$ cat src/rtl/alu_arbiter.sv
// Two-requester arbiter in front of a shared combinational 4-bit ALU, with a single
// backpressured response channel. Define ALU_ARB_FIXED_PRI_EN for fixed req0 priority.
module alu_arbiter #(
    parameter int W      = 4,
    parameter int OPW    = 4,
    parameter int OP_MAX = 10
) (
    input  logic           clk,
    input  logic           rst,
    input  logic           req0_valid,
    output logic           req0_ready,
    input  logic [W-1:0]   req0_a,
    input  logic [W-1:0]   req0_b,
    input  logic [OPW-1:0] req0_op,
    input  logic           req1_valid,
    output logic           req1_ready,
    input  logic [W-1:0]   req1_a,
    input  logic [W-1:0]   req1_b,
    input  logic [OPW-1:0] req1_op,
    output logic           rsp_valid,
    input  logic           rsp_ready,
    output logic           rsp_id,
    output logic [W-1:0]   rsp_x,
    output logic [W-1:0]   rsp_y,
    output logic           rsp_err,
    output logic [W-1:0]   alu_a,
    output logic [W-1:0]   alu_b,
    output logic [OPW-1:0] alu_op,
    input  logic [W-1:0]   alu_x,
    input  logic [W-1:0]   alu_y
);

    typedef enum logic [1:0] {IDLE, EXEC, RESP} state_t;

    localparam logic [OPW-1:0] OP_LIMIT = OPW'(OP_MAX);
    localparam logic [OPW-1:0] OP_DIV   = OPW'(10);

    state_t state, state_nxt;
    logic   grant_any;
    logic   win_id;
    logic   accept;
    logic   id;
    logic   trap;

    assign grant_any = req0_valid | req1_valid;
    assign accept    = (state == IDLE) && grant_any;

`ifdef ALU_ARB_FIXED_PRI_EN
    assign win_id = ~req0_valid;
`else
    logic last_grant;

    // On a tie the requester that was not served last wins.
    always_comb begin
        if (req0_valid && req1_valid) win_id = ~last_grant;
        else                          win_id = ~req0_valid;
    end

    always_ff @(posedge clk or posedge rst) begin
        if (rst)         last_grant <= 1'b1;
        else if (accept) last_grant <= win_id;
    end
`endif

    // NOTE: sequential state uses non-blocking assignments so every register samples pre-edge values.
    always_ff @(posedge clk or posedge rst) begin
        if (rst) state <= IDLE;
        else     state <= state_nxt;
    end

    // NOTE: every output of this block gets a default first, so no latch is inferred.
    always_comb begin
        state_nxt  = state;
        req0_ready = 1'b0;
        req1_ready = 1'b0;
        case (state)
            IDLE: begin
                if (grant_any) begin
                    // Ready is masked during reset so all outputs read 0 while rst is high.
                    req0_ready = ~rst & ~win_id;
                    req1_ready = ~rst &  win_id;
                    state_nxt  = EXEC;
                end
            end
            EXEC:    state_nxt = RESP;
            RESP:    if (rsp_ready) state_nxt = IDLE;
            default: state_nxt = IDLE;
        endcase
    end

    assign trap = (alu_op > OP_LIMIT) || ((alu_op == OP_DIV) && (alu_b == '0));

    always_ff @(posedge clk or posedge rst) begin
        if (rst) begin
            alu_a     <= '0;
            alu_b     <= '0;
            alu_op    <= '0;
            id        <= 1'b0;
            rsp_valid <= 1'b0;
            rsp_id    <= 1'b0;
            rsp_x     <= '0;
            rsp_y     <= '0;
            rsp_err   <= 1'b0;
        end else begin
            case (state)
                IDLE: begin
                    if (accept) begin
                        alu_a  <= win_id ? req1_a  : req0_a;
                        alu_b  <= win_id ? req1_b  : req0_b;
                        alu_op <= win_id ? req1_op : req0_op;
                        id     <= win_id;
                    end
                end
                EXEC: begin
                    rsp_valid <= 1'b1;
                    rsp_id    <= id;
                    rsp_err   <= trap;
                    rsp_x     <= trap ? '0 : alu_x;
                    rsp_y     <= trap ? '0 : alu_y;
                end
                RESP: begin
                    if (rsp_ready) rsp_valid <= 1'b0;
                end
                default: ;
            endcase
        end
    end

endmodule

$ cat config.mk
export PLATFORM = sky130hd
export DESIGN_NAME = alu_arbiter
export DESIGN_NICKNAME = d
export VERILOG_FILES = /design/src/rtl/alu_arbiter.sv
export SDC_FILE = /design/constraint.sdc
export NUM_CORES = 1
export LEC_CHECK = 0
export ABC_AREA = 1
export BUFFER_PORTS_ARGS = -buffer_cell sky130_fd_sc_hd__buf_2
export CAP_MARGIN = 25
export CORE_MARGIN = 1.5
export CORE_UTILIZATION = 25
export CTS_BUF_LIST = sky130_fd_sc_hd__clkbuf_4
export CTS_CLUSTER_DIAMETER = 100
export DETAILED_ROUTE_END_ITERATION = 10
export PLACE_DENSITY = 0.6
export SYNTH_ARGS = -nofsm -noshare
export SYNTH_HDL_FRONTEND = slang
export SYNTH_SLANG_ARGS = --single-unit
$ cat constraint.sdc
create_clock -name clk -period 1.25 [get_ports clk]
set_input_delay 0 -clock clk [delete_from_list [all_inputs] [get_ports clk]]
set_output_delay 0 -clock clk [all_outputs]
set_load 0.01 [all_outputs]
==> flow_metrics.py, run 1 <==
metrics = {
    "outcome": {
        "violations": "negative setup slack",
        "status": "complete, but fails checks",
    },
    "timing": {
        "fin_ws_ns": -0.0528,
        "finalSetupViolCount": 14,
        "hold_viol": 0,
        "slew_headroom_pct": 76.6,
        "finalCriticalPeriod_ns": 1.30,
        "whs_ns": 0.0334,
        "fin_crit_sh_pct": 104,
        "worst_pin_slew_ns": 0.351,
        "setup_tns_ns": -0.473,
        "final_max_slew_viol_count": 0,
        "max_freq_mhz": 768,
        "rsz0062_at_grt": "true",
        "fin_worst_skew_ns": 0.00341,
    },
    "worst_setup_path": {
        "crit_path_max_incr_delay_ns": 0.55,
        "timing.rr.start": "last_grant",
        "reg2reg_slack_ns": -0.05,
        "cp-start-kind": "register",
        "critPathRequiredTime_ns": 1.52,
        "arrival_ns": 1.57,
        "criticalPathCategory": "reg -> reg",
        "endpoint_kind": "register",
        "critPathMaxFanout": 11,
        "crit_start": "last_grant",
        "cp_cell_sequence": "inv_2, nand2_2, nand2_4, buf_4, clkbuf_16, nand2_1, nand2_1, o21ai_2",
        "cpMostUsedCell": "nand2_1",
        "crit_slowest_cell": "dfstp_2",
    },
    "clock_network": {
        "cts_tree": "built",
        "insertion_delay_ns": 0.32,
        "cts_max_level": 1,
        "cts-root-buf": "clkbuf_4",
        "path_clk_slew_ns": 0.14,
        "cts_inserted_buffers": 3,
        "clockBufferDepth": 2,
        "cts.sinks": 27,
    },
    "routing": {
        "initialDrtViolationCount": 37,
        "vias_per_cell": 4.13,
        "drc": 0,
        "routed_wl_mm": 3.94,
        "firstDrtPassIters": 4,
        "vias": 1487,
        "antenna_left": 0,
        "post_drt_wl_per_cell_um": 10.9,
    },
    "synthesis": {
        "synth.distinct_cells": 19,
        "synth_nets": 218,
        "synth_area_per_cell_um2": 7.78,
        "synth_edf_count": 0,
        "async_reset_ff_share_pct": 100,
        "synth_top_family_by_area": "simple AND/OR/NAND/NOR gates",
        "yosysTopAreaCell": "dfrtp_1",
        "syn_area_mm2": 0.00141,
        "synth_seq_cells": 27,
        "synthMuxAreaShare_pct": 0,
        "postSynthCellCount": 181,
        "synth_xor_area_share_pct": 0,
        "synth.yosys.warnings": 0,
        "ys.flop_type": "dfrtp_1",
        "synthAdderAreaFrac_pct": 0,
        "yosys.area.top_type_share_pct": 46.2,
        "synth_compound_area_share_pct": 8.70,
        "synth-simple-area-share_pct": 33.3,
        "yosysSeqAreaShare_pct": 48.0,
        "synth.area.top_cells": "dfrtp_1 46%, nand2_1 19%, o21ai_2 6.2%",
    },
    "cells_and_area": {
        "final_common_cell": "nand2_1",
        "fin_util_pct": 42.3,
        "drive_above_1_share_pct": 40.6,
        "nFillCells": 549,
        "nNetsFinal": 326,
        "num_antenna_cells": 0,
        "syn_to_final_growth_pct": 64.4,
        "final_cell_mix": "70 x nand2_1, 61 x buf_2, 35 x dlygate4sd3_1",
    },
    "grt": {
        "grt_max_degree": 28,
        "antenna_found_initial": 0,
        "track_usage_pct": 13.1,
        "grt_first_pass_wirelength_mm": 6.45,
        "grt-ovfl-total": 0,
        "grt_pass1_vias": 1464,
    },
    "pwr": {
        "power.leakage_nw": 1.25,
        "p_total_mw": 4.36,
        "powerDensity_mw_per_mm2": 1880,
        "ir_drop_mv": 0.836,
    },
    "floorplan": {
        "io_pins": 62,
        "rows": 27,
        "die_area_mm2": 0.00609,
        "die_h_um": 78.1,
        "coreArea_mm2": 0.00547,
        "die_w_um": 78.1,
        "start_util_pct": 25.7,
    },
    "place": {
        "place_ws_ns": 0.0344,
        "gp_congestion": 0.720,
        "dp_hpwl_mm": 2.43,
        "port_buffers": 61,
    },
    "hold_path": {
        "hold_path.class": "in -> reg",
        "min_from": "req1_valid",
    },
    "job": {
        "maxCapViolations": 0,
    },
}
[cells in the mapped netlist (2+ instances only)]
cell type,count
nand3b_1,8
o21ai_1,4
inv_2,4
dfrtp_1,26
nand2_2,5
buf_6,2
inv_1,22
buf_4,2
nor2_1,15
o21ai_0,3
o21ai_2,10
nand2_1,73
[worst max-delay path, delay by kind of cell, from the launching register on]
family / cells / cell delay [ns]
AND/OR/NAND/NOR: 4 / 0.23
AO/OA/AOI/OAI: 1 / 0.09
flip-flops: 1 / 0.55
buffers and inverters: 3 / 0.37
[power breakdown]
group | leakage (nW) | internal, mW | switching (mW) | total [mW]
sequential | 0.330 | 1.31 | 0.259 | 1.57
combinational | 0.898 | 1.04 | 1.38 | 2.41
clock | 0.0177 | 0.120 | 0.259 | 0.379
total | 1.25 | 2.47 | 1.89 | 4.36
[final cells by class]
type | count | area [um2] | area share [%]
inverters | 26 | 97.6 | 4.21
well taps | 72 | 90.1 | 3.89
clock buffers | 3 | 22.5 | 0.972
flip-flops and latches | 27 | 677 | 29.2
multi-input cells | 124 | 656 | 28.3
repair buffers | 107 | 768 | 33.2
clock inverters | 1 | 5.00 | 0.216
[per-layer routing]
metal  GRT usage [%]  vias to the layer above  routed length (um)
met1            15.8                      682                1810
li1                -                      756                   -
met5               0                        -                   0
met2            24.2                       47                1960
met4            1.61                        0                  15
met3            3.14                        2                 150
[per-stage QoR]
step / cells / area [um2]
after floorplan: 181 / 1410
after global placement: 314 / 1810
after detailed placement: 314 / 1810
after CTS: 356 / 2240
after global routing: 360 / 2320
final: 360 / 2320
[sequential cells by signal, summed over array words and instances, names as in the netlist]
register / cells
state: 2
rsp_x: 4
rsp_err: 1
id: 1
rsp_id: 1
rsp_valid: 1
alu_b: 4
alu_a: 4
rsp_y: 4
last_grant: 1
alu_op: 4
[final timing paths]
kind | to | depth (start not counted)
min reg2reg | rsp_err | 2
max | alu_b[2] | 8
min | last_grant | 5
max reg2reg | alu_b[2] | 8
min in group asynchronous | id | 4
max in group asynchronous | last_grant | 4
[kinds of logic after synthesis]
logic type,count (synthesis)
compound gates,17
buf+inv,31
flops,27
simple gates,106
[timing repair]
action | in CTS | in global routing
hold buffers | 35 | 0
cloned | 0 | 2
endpoints found under the setup margin | 2 | 23
buffers inserted | 3 | 2
hold endpoints to repair | 50 | 0
pin swaps | 3 | 3
resized for setup | 9 | 12
No activity file was read; power rests on OpenSTA's default activity.
==> run 2: changes to the inputs <==
==> constraint.sdc (replaced) <==
create_clock -name clk -period 1.5 [get_ports clk]
set_input_delay 0 -clock clk [delete_from_list [all_inputs] [get_ports clk]]
set_output_delay 0 -clock clk [all_outputs]
set_load 0.01 [all_outputs]
==> flow_metrics.py, run 2 (synthesized netlist as in run 1, its figures left out) <==
metrics = {
    "clock_network": {
        "cts.sinks": 27,
        "insertion_delay_ns": 0.33,
        "cts_tree": "built",
        "cts_inserted_buffers": 3,
        "path_clk_slew_ns": 0.16,
        "cts_max_level": 1,
        "cts-root-buf": "clkbuf_4",
        "clockBufferDepth": 2,
    },
    "timing": {
        "fin_worst_skew_ns": 0.0147,
        "finalCriticalPeriod_ns": 1.40,
        "rsz0062_at_grt": "false",
        "hold_viol": 0,
        "worst_pin_slew_ns": 0.355,
        "finalSetupViolCount": 0,
        "final_max_slew_viol_count": 0,
        "slew_headroom_pct": 76.3,
        "max_freq_mhz": 713,
        "fin_crit_sh_pct": 93.5,
        "fin_ws_ns": 0.0970,
        "setup_tns_ns": 0,
    },
    "cells_and_area": {
        "multi_input_area_um2": 624,
        "seqCellArea_um2": 677,
        "drive_above_1_share_pct": 33.7,
        "stdcell_count": 351,
        "final_cell_area_mm2": 0.00219,
        "final_common_cell": "nand2_1",
        "syn_to_final_growth_pct": 55.2,
        "nNetsFinal": 317,
        "nFillCells": 575,
        "final_cell_mix": "72 x nand2_1, 61 x buf_2, 34 x dlygate4sd3_1",
        "num_antenna_cells": 0,
    },
    "routing": {
        "drc": 0,
        "firstDrtPassIters": 4,
        "routed_wl_mm": 3.84,
        "post_drt_wl_per_cell_um": 10.9,
        "vias": 1463,
        "initialDrtViolationCount": 42,
        "antenna_left": 0,
        "vias_per_cell": 4.17,
    },
    "place": {
        "gp_congestion": 0.700,
        "port_buffers": 61,
        "placed_cells": 312,
        "place_area_mm2": 0.00178,
        "place_ws_ns": 0.206,
        "dp_hpwl_mm": 2.48,
    },
    "outcome": {
        "status": "finished clean",
    },
    "floorplan": {
        "coreArea_mm2": 0.00547,
        "die_h_um": 78.1,
        "die_w_um": 78.1,
        "die_area_mm2": 0.00609,
        "rows": 27,
        "start_util_pct": 25.7,
        "io_pins": 62,
    },
    "worst_setup_path": {
        "arrival_ns": 1.40,
        "cp_top_family": "flip-flops",
        "cp-start-kind": "register",
        "path_depth": 6,
        "critPathMaxFanout": 13,
        "crit_buf_inv": 2,
        "crit_path_max_incr_delay_ns": 0.55,
        "endpoint_kind": "output port",
        "critPathRequiredTime_ns": 1.50,
        "crit_slowest_cell": "dfstp_2",
        "criticalPathCategory": "reg -> out",
        "ff2ff_path_depth": 6,
        "cp_cell_sequence": "inv_1, nand2_4, nand2_8, nand2_2, nor2_1, buf_2",
    },
    "grt": {
        "track_usage_pct": 13.3,
        "antenna_found_initial": 0,
        "grt_max_degree": 28,
        "grt_first_pass_wirelength_mm": 6.44,
        "grt_pass1_vias": 1432,
        "grt-ovfl-total": 0,
    },
    "job": {
        "maxCapViolations": 0,
    },
    "pwr": {
        "powerDensity_mw_per_mm2": 1590,
        "ir_drop_mv": 0.572,
        "power.leakage_nw": 1.19,
    },
    "hold_path": {
        "holdPathStages": 4,
        "hold_path.class": "in -> reg",
    },
}
==> run 2: cell count changes in the layout (fill, tap and decap cells not counted), sizes merged <==
| cell | change |
|---|---|
| clkinv | -1 |
| dlygate4sd3 | -1 |
| buf | -7 |
==> run 2: layer usage <==
layer,track usage [%],up-vias,wire length (um)
met1,15.9,672,1680
met4,2.14,0,18
met5,0,-,0
met3,3.84,2,239
met2,23.9,47,1900
li1,-,742,-
==> run 2: worst reg2reg max path, delay by kind of cell (launching register included) <==
kind	cells	cell delay, ns
buf+inv	1	0.09
flops	1	0.43
simple gates	5	0.60
==> run 2: what timing repair did <==
action	CTS	global route
endpoints found under the setup margin	2	2
gates resized for setup	3	2
buffers inserted	0	0
cloned	1	0
endpoints found under the hold margin	48	0
hold buffers	34	0
pin swaps	1	0
==> run 2: worst paths after layout <==
kind	from	endpoint	slack [ns]
worst max-delay path	last_grant	req1_ready	0.1
worst min-delay path	req1_valid	last_grant	0.05
worst max register to register	alu_op[2]	rsp_y[1]	0.28
worst min register to register	rsp_x[2]	rsp_x[2]	0.49
max in group asynchronous	rst	last_grant	0.92
min in group asynchronous	rst	id	0.28
==> run 2: power by group <==
group / total (mW) / switching [mW] / internal, mW
combinational: 1.83 / 1.09 / 0.738
sequential: 1.30 / 0.210 / 1.09
clock: 0.345 / 0.223 / 0.122
==> run 2: final cells by class <==
| class | instances | area share, % |
|---|---|---|
| Tap cell | 72 | 4.12 |
| Inverter | 26 | 4.46 |
| Multi-Input combinational cell | 124 | 28.5 |
| Clock buffer | 4 | 1.37 |
| Sequential cell | 27 | 30.9 |
| Timing Repair Buffer | 98 | 30.5 |
==> run 2: metrics by stage <==
step / total power, mW / hold WS (ns) / util (%)
5_1_grt: 3.82 / 0.0526 / 40.0
4_1_cts: 3.51 / 0.0157 / 39.7
3_5_place_dp: 3.06 / 0.118 / 32.6
6_report: 3.48 / 0.0453 / 40.0
3_3_place_gp: 3.02 / 0.109 / 32.6
2_1_floorplan: 2.49 / 0.0475 / -
==> run 3: changes to the inputs <==
--- a/config.mk
+++ b/config.mk
@@ -8,12 +8,14 @@
 export ABC_AREA = 1
 export BUFFER_PORTS_ARGS = -buffer_cell sky130_fd_sc_hd__buf_2
 export CAP_MARGIN = 25
+export CELL_PAD_IN_SITES_DETAIL_PLACEMENT = 0
+export CELL_PAD_IN_SITES_GLOBAL_PLACEMENT = 1
 export CORE_MARGIN = 1.5
 export CORE_UTILIZATION = 25
 export CTS_BUF_LIST = sky130_fd_sc_hd__clkbuf_4
 export CTS_CLUSTER_DIAMETER = 100
 export DETAILED_ROUTE_END_ITERATION = 10
-export PLACE_DENSITY = 0.6
+export PLACE_DENSITY = 0.75
 export SYNTH_ARGS = -nofsm -noshare
 export SYNTH_HDL_FRONTEND = slang
 export SYNTH_SLANG_ARGS = --single-unit
==> flow_metrics.py, run 3 (synthesized netlist as in run 1, its figures left out) <==
metrics = {
    "floorplan": {
        "die_area_mm2": 0.00609,
        "coreArea_mm2": 0.00547,
        "die_w_um": 78.1,
        "start_util_pct": 25.7,
        "die_h_um": 78.1,
        "rows": 27,
        "io_pins": 62,
    },
    "cells_and_area": {
        "fin_util_pct": 40.1,
        "stdcell_count": 352,
        "final_cell_mix": "72 x nand2_1, 61 x buf_2, 34 x dlygate4sd3_1",
        "final_common_cell": "nand2_1",
        "syn_to_final_growth_pct": 55.6,
        "nNetsFinal": 318,
        "final_cell_area_mm2": 0.00219,
        "num_antenna_cells": 0,
        "nFillCells": 587,
        "drive_above_1_share_pct": 33.9,
    },
    "clock_network": {
        "cts-root-buf": "clkbuf_4",
        "clockBufferDepth": 2,
        "cts_inserted_buffers": 3,
        "cts.sinks": 27,
        "cts_tree": "built",
        "insertion_delay_ns": 0.33,
        "path_clk_slew_ns": 0.16,
        "cts_max_level": 1,
    },
    "routing": {
        "firstDrtPassIters": 4,
        "routed_wl_mm": 3.72,
        "initialDrtViolationCount": 80,
        "antenna_left": 0,
        "vias_per_cell": 4.07,
        "post_drt_wl_per_cell_um": 10.6,
        "drc": 0,
        "vias": 1434,
    },
    "timing": {
        "finalCriticalPeriod_ns": 1.40,
        "final_max_slew_viol_count": 0,
        "setup_tns_ns": 0,
        "worst_pin_slew_ns": 0.311,
        "max_freq_mhz": 712,
        "finalSetupViolCount": 0,
        "fin_worst_skew_ns": 0.00248,
        "fin_crit_sh_pct": 93.6,
        "hold_viol": 0,
        "slew_headroom_pct": 79.2,
    },
    "pwr": {
        "power.leakage_nw": 1.20,
        "ir_drop_mv": 0.453,
        "p_total_mw": 3.48,
        "powerDensity_mw_per_mm2": 1590,
    },
    "hold_path": {
        "holdPathStages": 5,
        "hold_path.class": "in -> reg",
        "worst_hold_path.endpoint": "id",
        "min_from": "req1_valid",
    },
    "worst_setup_path": {
        "reg2reg_slack_ns": 0.20,
        "critPathRequiredTime_ns": 1.50,
        "critPathMaxFanout": 13,
        "cp-start-kind": "register",
        "arrival_ns": 1.40,
        "ff2ff_path_depth": 7,
        "endpoint_kind": "output port",
        "timing.rr.start": "state[1]",
        "criticalPathCategory": "reg -> out",
        "timing.rr.end": "alu_op[3]",
    },
    "grt": {
        "antenna_found_initial": 0,
        "grt_first_pass_wirelength_mm": 6.23,
        "track_usage_pct": 12.7,
        "grt_max_degree": 21,
        "grt-ovfl-total": 0,
        "grt_pass1_vias": 1367,
    },
    "job": {
        "maxCapViolations": 0,
    },
    "place": {
        "dp_hpwl_mm": 2.52,
        "placed_cells": 312,
        "place_area_mm2": 0.00178,
        "port_buffers": 61,
        "gp_congestion": 0.693,
    },
    "outcome": {
        "status": "finished clean",
    },
}
run 3: stage by stage:
stage                     setup slack [ns]  hold WS, ns
final                               0.0961       0.0952
after global routing             -0.000708        0.105
after CTS                          0.00870       0.0873
after detailed placement             0.194      -0.0161
after global placement               0.224      -0.0173
after floorplan                      0.362       0.0475
run 3: area by class of cell:
class / instances / area, um2 / area share [%]
multi-input combinational: 124 / 624 / 28.5
timing repair buffer: 99 / 676 / 30.8
clock buffer: 3 / 22.5 / 1.03
clock inverter: 1 / 5.00 / 0.228
inverter: 26 / 97.6 / 4.45
tap: 72 / 90.1 / 4.11
sequential: 27 / 677 / 30.9
run 3: worst max path at each step:
stage	cells after the start	start	slack (ns)	end
4_1_cts	5	last_grant	0.009	req0_ready
2_1_floorplan	6	last_grant	0.36	alu_a[3]
3_5_place_dp	5	last_grant	0.19	alu_op[2]
3_3_place_gp	5	last_grant	0.22	req0_ready
6_report	6	last_grant	0.1	req1_ready
5_1_grt	6	last_grant	-0.0007	req1_ready
run 3: metal layers:
layer / share of wire, % / wire (um) / global-route usage (%)
met5: 0 / 0 / 0
met4: 1.1 / 41 / 4.11
met3: 4.7 / 173 / 2.21
met2: 47 / 1750 / 21.2
met1: 47 / 1760 / 16.6
run 3: where the power goes:
| group | internal [mW] | switching [mW] | total (mW) |
|---|---|---|---|
| Sequential | 1.09 | 0.218 | 1.31 |
| Clock | 0.100 | 0.233 | 0.333 |
| Combinational | 0.762 | 1.07 | 1.84 |
| Total | 1.95 | 1.52 | 3.48 |
run 3: what timing repair did:
item | in CTS | in global routing
endpoints found under the setup margin | 2 | 2
pin swaps | 1 | 1
buffers inserted | 0 | 1
hold buffers | 34 | 0
endpoints found under the hold margin | 49 | 0
cloned | 1 | 0
resized for setup | 2 | 3
run 3: worst max-delay path, stage by stage (launching register included):
cell and delay [ns]:
dfstp_2 0.55, inv_1 0.06, nand2_4 0.10, nand2_8 0.09, nand2_2 0.10, nor2_1 0.04
buf_2 0.13
